--- src/rtl/cas_lock_pkg.sv ---
// Shared types and helpers for the clocked CAS-Lock output-flip unit.
package cas_lock_pkg;

  // Widest chain the cascade helper evaluates; N_IN must not exceed it.
  localparam int MAX_W = 64;

  // Reference counter width for the default 32-bit key halves.
  localparam int DEF_N_IN  = 32;
  localparam int DEF_CNT_W = $clog2(2 * DEF_N_IN) + 1;

  typedef enum logic [1:0] {IDLE, LOAD, COMMIT, ARMED} key_state_t;

  // Beat counter width for a given key-half width.
  function automatic int cnt_width(input int n);
    return $clog2(2 * n) + 1;
  endfunction

  // AND/OR cascade: g0 = x0, gi = g(i-1) OP_i xi, OP_i = OR when mask bit i set.
  function automatic logic cas_chain(input logic [MAX_W-1:0] x,
                                     input logic [MAX_W-1:0] chain_mask,
                                     input int               n);
    logic g;
    g = x[0];
    for (int i = 1; i < MAX_W; i++) begin
      if (i < n) g = chain_mask[i] ? (g | x[i]) : (g & x[i]);
    end
    return g;
  endfunction

endpackage

--- src/rtl/cas_key_loader.sv ---
// Serial key loader: shifts 2*N_IN beats into a shadow register and
// commits them atomically to the active key after the last beat.
module cas_key_loader
  import cas_lock_pkg::*;
#(
  parameter int N_IN = 32
) (
  input  logic            clk,
  input  logic            rst_n,
  input  logic            key_valid,
  input  logic            key_bit,
  input  logic            key_abort,
  output logic            key_ready,
  output logic            key_loaded,
  output logic [N_IN-1:0] key_a,
  output logic [N_IN-1:0] key_b
);

  localparam int CW = cnt_width(N_IN);
  localparam int IW = (N_IN > 1) ? $clog2(N_IN) : 1;
  localparam logic [CW-1:0] LAST = CW'(2 * N_IN - 1);

  key_state_t      state, state_d;
  logic [CW-1:0]   cnt, cnt_d;
  logic [N_IN-1:0] sh_a, sh_b;
  logic            wr;
  logic            in_b;
  logic [IW-1:0]   idx;

  // Only the commit cycle stalls the serial port.
  assign key_ready = (state != COMMIT);

  // Beats 0..N_IN-1 land in half A, the rest in half B.
  assign in_b = (cnt >= CW'(N_IN));
  assign idx  = IW'(in_b ? (cnt - CW'(N_IN)) : cnt);

  // Next-state and beat-accept decode; abort wins over a same-cycle beat.
  always_comb begin
    state_d = state;
    cnt_d   = cnt;
    wr      = 1'b0;
    case (state)
      IDLE, ARMED: begin
        if (key_valid) begin
          wr      = 1'b1;
          cnt_d   = CW'(1);
          state_d = LOAD;
        end
      end
      LOAD: begin
        if (key_abort) begin
          cnt_d   = '0;
          state_d = key_loaded ? ARMED : IDLE;
        end else if (key_valid) begin
          wr = 1'b1;
          if (cnt == LAST) begin
            cnt_d   = '0;
            state_d = COMMIT;
          end else begin
            cnt_d = cnt + CW'(1);
          end
        end
      end
      COMMIT:  state_d = ARMED;
      default: state_d = IDLE;
    endcase
  end

  // State, counter, shadow capture and atomic commit to the active key.
  always_ff @(posedge clk or negedge rst_n) begin
    if (!rst_n) begin
      state      <= IDLE;
      cnt        <= '0;
      sh_a       <= '0;
      sh_b       <= '0;
      key_a      <= '0;
      key_b      <= '0;
      key_loaded <= 1'b0;
    end else begin
      state <= state_d;
      cnt   <= cnt_d;
      if (wr && !in_b) sh_a[idx] <= key_bit;
      if (wr &&  in_b) sh_b[idx] <= key_bit;
      if (state == COMMIT) begin
        key_a      <= sh_a;
        key_b      <= sh_b;
        key_loaded <= 1'b1;
      end
    end
  end

endmodule

--- src/rtl/cas_lock_seq_unit.sv ---
// Clocked CAS-Lock output flip: 2-stage pipeline evaluating the two key
// chains and XORing CASOP into the host netlist outputs.
module cas_lock_seq_unit
  import cas_lock_pkg::*;
#(
  parameter int               N_IN       = 32,
  parameter logic [N_IN-1:0]  CHAIN_MASK = '0,
  parameter logic [N_IN-1:0]  INV_A      = '0,
  parameter logic [N_IN-1:0]  INV_B      = '0,
  parameter int               N_OUT      = 1,
  parameter logic [N_OUT-1:0] FLIP_MASK  = N_OUT'(1)
) (
  input  logic             clk,
  input  logic             rst_n,
  input  logic             key_valid,
  output logic             key_ready,
  input  logic             key_bit,
  input  logic             key_abort,
  output logic             key_loaded,
  input  logic             in_valid,
  input  logic [N_IN-1:0]  in_data,
  input  logic [N_OUT-1:0] func_in,
  output logic             out_valid,
  output logic [N_OUT-1:0] out_data,
  output logic             casop
);

  localparam int STAGES = 2;

  logic [N_IN-1:0]   key_a, key_b;
  logic [N_IN-1:0]   xa_q, xb_q;
  logic [N_OUT-1:0]  func_q;
  logic [STAGES:1]   vld_pipe;
  logic              chain_a, chain_b, casop_c;

  cas_key_loader #(.N_IN(N_IN)) u_loader (
    .clk        (clk),
    .rst_n      (rst_n),
    .key_valid  (key_valid),
    .key_bit    (key_bit),
    .key_abort  (key_abort),
    .key_ready  (key_ready),
    .key_loaded (key_loaded),
    .key_a      (key_a),
    .key_b      (key_b)
  );

  // Cascade is evaluated on the registered XOR terms between the stages.
  assign chain_a = cas_chain(MAX_W'(xa_q), MAX_W'(CHAIN_MASK), N_IN);
  assign chain_b = cas_chain(MAX_W'(xb_q), MAX_W'(CHAIN_MASK), N_IN);
  assign casop_c = chain_a & ~chain_b;

  assign out_valid = vld_pipe[STAGES];

  // Valid bits always shift; data registers only load on valid beats.
  always_ff @(posedge clk or negedge rst_n) begin
    if (!rst_n) begin
      vld_pipe <= '0;
      xa_q     <= '0;
      xb_q     <= '0;
      func_q   <= '0;
      out_data <= '0;
      casop    <= 1'b0;
    end else begin
      vld_pipe <= {vld_pipe[STAGES-1:1], in_valid};
      if (in_valid) begin
        xa_q   <= key_a ^ in_data ^ INV_A;
        xb_q   <= key_b ^ in_data ^ INV_B;
        func_q <= func_in;
      end
      if (vld_pipe[1]) begin
        out_data <= func_q ^ (FLIP_MASK & {N_OUT{casop_c}});
        casop    <= casop_c;
      end
    end
  end

endmodule
--- config.mk ---
export PLATFORM = sky130hd
export DESIGN_NAME = cas_lock_seq_unit
export DESIGN_NICKNAME = d
export VERILOG_FILES = /design/src/rtl/cas_lock_pkg.sv /design/src/rtl/cas_key_loader.sv /design/src/rtl/cas_lock_seq_unit.sv
export SDC_FILE = /design/constraint.sdc
export NUM_CORES = 1
export LEC_CHECK = 0
export BUFFER_PORTS_ARGS = -buffer_cell sky130_fd_sc_hd__buf_4
export CORE_MARGIN = 5
export CORE_UTILIZATION = 35
export DETAILED_ROUTE_END_ITERATION = 16
export PLACE_DENSITY = 0.55
export SYNTH_ARGS = -nofsm -noshare
export SYNTH_HDL_FRONTEND = slang
export SYNTH_HIERARCHICAL = 1
export SYNTH_SLANG_ARGS = --single-unit
--- constraint.sdc ---
create_clock -name clk -period 2.1 [get_ports clk]
set_input_delay 0.315 -clock clk [delete_from_list [all_inputs] [get_ports clk]]
set_output_delay 0.315 -clock clk [all_outputs]
set_load 0.01 [all_outputs]
==> metrics, run 1 <==
status=complete, no violations; Fill cells=2,389; CTS Buf Count=24; Hold WC Path Type=input port to register; slowest stage cell on the critical path=dfrtp_1; Netlist Area Pre-Place=9047 um2; post-DP HPWL=13,330 um; Placed Cells=1,112; design area=10,700 um2; Max-Cap Viols=0; Reg2Reg Depth=7; PwrDens=962.0 nW/um2; clock skew=0.01179 ns; Die W=170.8 um; setup slack after placement=0.02365 ns; Final TNS setup=0 ns; global route overflow=0; CP Cell Sequence=inv_1 -> ha_1 -> nand2b_2 -> a211oi_4 -> buf_12 -> nand3_1 -> mux2_1; starting density of the core=0.3572; initial antenna violation count=0; routed len/inst=17.16 um; via count=5,635; Synth Area in Simple Gates=0.1034; total iterations of the first detailed-routing run=4; Final Util=0.4226; 1st-iter DRT viols=378; leading cell type in the layout, fill and taps excluded=dfrtp_1; Net Switching=2.853 mW; clock sink total=207; xor/xnor share of the synthesized area=0.06196; Rel. slew slack=0.5933; logic gate share of total power=0.186; Ys Warns=6; Crit Path Max Fanout=20; row count=58; Layout Cells excl Fill=1,153; final hold viol count=0; crit path DAT=2.38 ns; worst-case clock buffer depth=3; Clk Latency, worst-skew pair=0.51 ns; mux share of post-synthesis cell area=0.1671; unrepaired setup endpoints after global routing=false; area of the die=29,170 um2; Lkg Pwr=4.771 nW; gpl congestion=0.7687; largest family of logic cells by synthesized area=multiplexers; Primary FF master, synth=dfrtp_1; CP Capture Type=register; Clock power frac=0.377; vias in the first global route=5,874; PnR Total Power=10.30 mW; crit path kind=register to register; largest area contributor in the netlist=dfrtp_1; Synth Area in Compound Gates=0.05974; Register-to-Register Setup Slack=0.11 ns; Mapped Cells=747; Seq/Total Area, Yosys=0.5725; DRT antenna net count=0; Reg clk slew, reported paths=0.06 ns; Max Fclk=0.5014 GHz; Top Ports=44; setup ws final=0.1057 ns; Post-Route WL=19,780 um; startpoint types=register; pin count of the biggest net entering global routing=65; Pins Over Slew Limit=0; Post-synth EDFFs=0; switching share of power=0.2771; share of the synthesized area in the top cell type=0.5725; Worst-Margin Slew=0.6100 ns; Worst path max stage delay=0.42 ns; Area Growth Syn to Fin=18.30%; Worst VDD drop=0.0004560 V; CP delay by family, top=flip-flops; Synthesized Nets=793; worst path required time=2.48 ns; Post-CTS Setup Inserts=0; Reg power frac=0.437; global-route wire length before repair=32,090 um; Buffers & Inverters on Critical Path=2; Min-Delay Path Depth=2; DRC=0; die extent in y=170.8 um; Worst Hold Path EP=func_q$_DFFE_PN0P_; Cell Area, Placed=9920 um2; ys async rst share=1.000; Internal Power=7.443 mW; Tmin final=1.994 ns; ANT cells=0; # H-tree levels=1; adder-cell share of the synthesized area=0.009681; Setup violations, final=0; share of post-route cells with drive strength above 1=0.2940; synthesized flop and latch total=207; hold slack=0.04720 ns; core outline area=25,330 um2; Syn Area/Cell=12.11 um2; CTS tree=done; Synth cell types=46; RR Endpoint=u_loader/sh_b[3]$_DFFE_PN0P_; Nets=855; port buffer count=43; Total Routing Usage GR=0.1383; hold_sp=func_in; most frequent cells in the layout=dfrtp_1, nor2_1, mux2_2, a21oi_1, buf_4; Via density=4.887; clk root buf=clkbuf_16; Period Utilization, post-route=0.9497; synth top area cells=dfrtp_1, mux2_2, xnor2_1, nor2_1, a21oi_1; Reg-to-Reg Start=u_loader/state[1]$_DFFE_PN0P_
-- logic make-up after synthesis --
group	Yosys count
muxes	131
and+or+nand+nor	192
buffers and inverters	52
DFF	207
xor gates and xnor gates	64
adders and majority gates	7
AOI/OAI and AO/OA	94
-- Yosys cell counts (5+ instances only) --
library cell,count
nand4_1,17
mux2_4,10
a21oi_1,72
nand3_2,5
nand3_1,31
clkbuf_1,25
ha_1,7
buf_2,11
o21ai_0,5
inv_1,9
dfrtp_1,207
mux2_1,20
nand2_1,7
xnor2_1,64
mux2_2,100
nor2_1,103
-- power by group through the flow --
stage | Combinational (mW) | Clock [mW] | Sequential, mW
5_1_grt | 2.11 | 4.18 | 4.53
4_1_cts | 1.89 | 4.02 | 4.49
3_3_place_gp | 1.86 | 0 | 4.56
2_1_floorplan | 1.17 | 0 | 4.50
6_report | 1.92 | 3.88 | 4.50
3_5_place_dp | 1.88 | 0 | 4.56
-- flip-flops by register name (all words and copies together) (netlist names) --
name / count
out_data: 1
u_loader/sh_a: 32
xb_q: 32
casop: 1
u_loader/sh_b: 32
u_loader/key_loaded: 1
u_loader/state: 2
u_loader/cnt: 7
vld_pipe: 2
u_loader/key_b: 32
func_q: 1
xa_q: 32
u_loader/key_a: 32
-- area by class of cell --
class | count | area [um2] | share of cell area
Clock buffer | 34 | 709.4 | 0.06628
Clock inverter | 6 | 32.53 | 0.003040
Inverter | 9 | 33.78 | 0.003156
Multi-Input combinational cell | 488 | 3662 | 0.3422
Sequential cell | 207 | 5180 | 0.4840
Tap cell | 330 | 412.9 | 0.03858
Timing Repair Buffer | 79 | 671.9 | 0.06278
-- per-layer routing --
layer / vias up / routed length, um / GRT usage
met1: 2822 / 9367 / 0.1975
met3: 27 / 731 / 0.02149
met5: - / 0 / 0
li1: 2713 / - / -
met2: 73 / 9344 / 0.2213
met4: 0 / 337 / 0.03611
-- how the worst max path moves through the flow --
stage / endpoint / from / depth (start not counted) / slack, ns
global placement: u_loader/cnt[4]$_DFFE_PN0P_ / u_loader/state[0]$_DFFE_PN0P_ / 6 / 0.07
floorplan: u_loader/sh_b[20]$_DFFE_PN0P_ / u_loader/state[0]$_DFFE_PN0P_ / 8 / 0.16
detailed placement: u_loader/cnt[6]$_DFFE_PN0P_ / u_loader/state[1]$_DFFE_PN0P_ / 5 / 0.02
CTS: u_loader/cnt[6]$_DFFE_PN0P_ / u_loader/state[1]$_DFFE_PN0P_ / 5 / 0.003
global route: u_loader/sh_b[2]$_DFFE_PN0P_ / u_loader/state[1]$_DFFE_PN0P_ / 7 / 0.002
finish: u_loader/sh_b[3]$_DFFE_PN0P_ / u_loader/state[1]$_DFFE_PN0P_ / 7 / 0.11
-- worst register-to-register path: cells and delay by family (launching register included) --
kind | cells | cell delay, ns
and+or+nand+nor | 2 | 0.26
DFF | 1 | 0.42
buffers and inverters | 2 | 0.27
adders and majority gates | 1 | 0.25
AOI/OAI and AO/OA | 1 | 0.34
muxes | 1 | 0.33
-- what timing repair did --
item	CTS	global route
endpoints found under the setup margin	1	54
cloned	0	0
hold buffers	1	0
gates resized for setup	1	5
endpoints found under the hold margin	33	0
(Power assumes the default switching activity.)
==> inputs of run 2 (changes only) <==
--- a/config.mk
+++ b/config.mk
@@ -6,10 +6,12 @@
 export NUM_CORES = 1
 export LEC_CHECK = 0
 export BUFFER_PORTS_ARGS = -buffer_cell sky130_fd_sc_hd__buf_4
+export CELL_PAD_IN_SITES_DETAIL_PLACEMENT = 2
+export CELL_PAD_IN_SITES_GLOBAL_PLACEMENT = 2
 export CORE_MARGIN = 5
 export CORE_UTILIZATION = 35
 export DETAILED_ROUTE_END_ITERATION = 16
-export PLACE_DENSITY = 0.55
+export PLACE_DENSITY = 0.73
 export SYNTH_ARGS = -nofsm -noshare
 export SYNTH_HDL_FRONTEND = slang
 export SYNTH_HIERARCHICAL = 1
==> run 2 against run 1 <==
Against the previous run: critical path depth up 1; clock-buffer cell count unchanged; maximum frequency down 3.3%; non-clock buffer count down 6; flip-flop and latch count unchanged; final cell count down 0.43%; register-to-register slack worse by 0.07 ns.
==> metrics, run 2 (synthesized netlist as in run 1, its figures left out) <==
worst-case clock buffer depth=3 (unchanged); final hold viol count=0 (unchanged); most frequent cells in the layout=dfrtp_1, nor2_1, mux2_2, a21oi_1, xnor2_1 (was dfrtp_1, nor2_1, mux2_2, a21oi_1, buf_4); leading cell type in the layout, fill and taps excluded=dfrtp_1 (unchanged); Tmin final=2.062 ns (was 1.994 ns); gpl congestion=0.7457 (was 0.7687); Reg2Reg Depth=8 (was 7); global-route wire length before repair=38,250 um (was 32,090 um); core outline area=25,330 um2 (unchanged); logic gate share of total power=0.187 (was 0.186); worst path required time=2.48 ns (about the same); starting density of the core=0.3572 (unchanged); clk root buf=clkbuf_16 (unchanged); Rel. slew slack=0.5653 (was 0.5933); met2 WL post-DR=12,990 um (was 9344 um); routed len/inst=21.33 um (was 17.16 um); Total Routing Usage GR=0.1646 (was 0.1383); Internal Power=7.700 mW (was 7.443 mW); Die W=170.8 um (unchanged); Setup violations, final=0 (unchanged); Fill cells=2,486 (was 2,389); Post-Route WL=24,480 um (was 19,780 um); DR WL met3=565 um (was 731 um); post-DP HPWL=15,950 um (was 13,330 um); setup ws final=0.03772 ns (was 0.1057 ns); Clk Latency, worst-skew pair=0.50 ns (was 0.51 ns); Via density=5.159 (was 4.887); vias in the first global route=6,789 (was 5,874); ANT cells=0 (unchanged); PwrDens=996.8 nW/um2 (was 962.0 nW/um2); Clock power frac=0.390 (was 0.377); area of the die=29,170 um2 (unchanged); row count=58 (unchanged); setup slack after placement=-0.04253 ns (was 0.02365 ns); crit path DAT=2.44 ns (was 2.38 ns); via count=5,923 (was 5,635); clock skew=0.007094 ns (was 0.01179 ns); Net Switching=3.027 mW (was 2.853 mW); port buffer count=43 (unchanged); Period Utilization, post-route=0.9820 (was 0.9497); Max Used Layer=met4 (unchanged); CTS Buf Count=23 (was 24); total iterations of the first detailed-routing run=4 (unchanged); startpoint types=register (unchanged); 1st-iter DRT viols=289 (was 378); Hold WC Path Type=input port to register (unchanged); Worst VDD drop=0.0005897 V (was 0.0004560 V); M1 WL=10,540 um (was 9367 um); # H-tree levels=1 (unchanged); Pins Over Slew Limit=0 (unchanged); Reg clk slew, reported paths=0.06 ns (about the same); pin count of the biggest net entering global routing=130 (was 65); global route overflow=0 (unchanged); CTS tree=done (unchanged); clock sink total=207 (unchanged); Max-Cap Viols=0 (unchanged); crit path kind=register to register (unchanged); initial antenna violation count=0 (unchanged); Max Fclk=0.4849 GHz (was 0.5014 GHz); die extent in y=170.8 um (unchanged); Top Ports=44 (unchanged); Lkg Pwr=4.782 nW (was 4.771 nW); Area Growth Syn to Fin=18.93% (was 18.30%); switching share of power=0.2822 (was 0.2771); share of post-route cells with drive strength above 1=0.2946 (was 0.2940); Reg power frac=0.422 (was 0.437); DRC=0 (unchanged); status=complete, no violations (unchanged); Worst-Margin Slew=0.6521 ns (was 0.6100 ns); Min-Delay Path Depth=2 (unchanged); Final Util=0.4249 (was 0.4226); CP Capture Type=register (unchanged); DRT antenna net count=0 (unchanged); Crit Path Max Fanout=16 (was 20); Nets=848 (was 855)
==> run 2: cell count changes in the layout (fill, tap and decap cells not counted), moves of 2 or more <==
cell,previous run,this run
buf_12,5,7
buf_4,70,62
clkinv_2,5,3
clkbuf_8,6,10
bufinv_16,0,2
clkbuf_1,4,2
==> run 2: routing by layer <==
layer | GRT usage | vias up
met5 | 0 | -
met4 | 0.03229 | 0
met3 | 0.02172 | 28
met2 | 0.2988 | 56
met1 | 0.2119 | 3153
li1 | - | 2686
==> run 2: final timing paths <==
path / startpoint / to / slack (ns)
worst max-delay path: u_loader/state[0]$_DFFE_PN0P_ / u_loader/sh_b[25]$_DFFE_PN0P_ / 0.04
worst min-delay path: func_in / func_q$_DFFE_PN0P_ / 0.06
worst max register to register: u_loader/state[0]$_DFFE_PN0P_ / u_loader/sh_b[25]$_DFFE_PN0P_ / 0.04
worst min register to register: vld_pipe[1]$_DFF_PN0_ / vld_pipe[2]$_DFF_PN0_ / 0.46
max in group asynchronous: rst_n / u_loader/key_a[23]$_DFFE_PN0P_ / 1.06
min in group asynchronous: rst_n / xb_q[18]$_DFFE_PN0P_ / 0.32
==> run 2: layout make-up <==
cell class | count | area (um2) | share of cell area
timing repair buffer | 73 | 665.6 | 0.06186
clock inverter | 7 | 91.34 | 0.008488
tap | 330 | 412.9 | 0.03837
multi-input combinational | 488 | 3670 | 0.3410
inverter | 9 | 33.78 | 0.003140
sequential | 207 | 5180 | 0.4814
clock buffer | 34 | 706.9 | 0.06570
==> run 2: repair_timing <==
item                       CTS  global route
setup buffers                0             3
cloned                       0             2
pin swaps                    0             2
hold buffers                 1             0
gates resized for setup      5             4
setup endpoints to repair    8            37
hold endpoints to repair    41             0
==> run 2: power groups by stage <==
stage                     Combinational [mW]  Sequential (mW)  Clock (mW)
after CTS                               1.93             4.53        4.29
final                                   2.01             4.53        4.19
after floorplan                         1.17             4.50           0
after global routing                    2.17             4.57        4.48
after detailed placement                1.85             4.59           0
after global placement                  1.73             4.55           0
==> run 2: worst max-delay path, stage by stage, from the launching register on <==
cell and delay (ns):
dfrtp_1 0.40, inv_1 0.10, ha_4 0.30, inv_1 0.09, a211oi_4 0.29, buf_4 0.17
buf_12 0.13, nand3_1 0.12, mux2_1 0.33
==> run 2: through the flow <==
stage	power [mW]	cell area (um2)	hold WS (ns)	TNS (ns)	instances
finish	10.73	10760	0.06240	0	1148
global route	11.22	10760	0.05807	-0.1649	1148
floorplan	5.675	9047	0.01941	0	747
global placement	6.282	9837	0.2818	0	1101
CTS	10.74	10670	0.05165	0	1143
detailed placement	6.435	9837	0.2956	-0.1382	1101
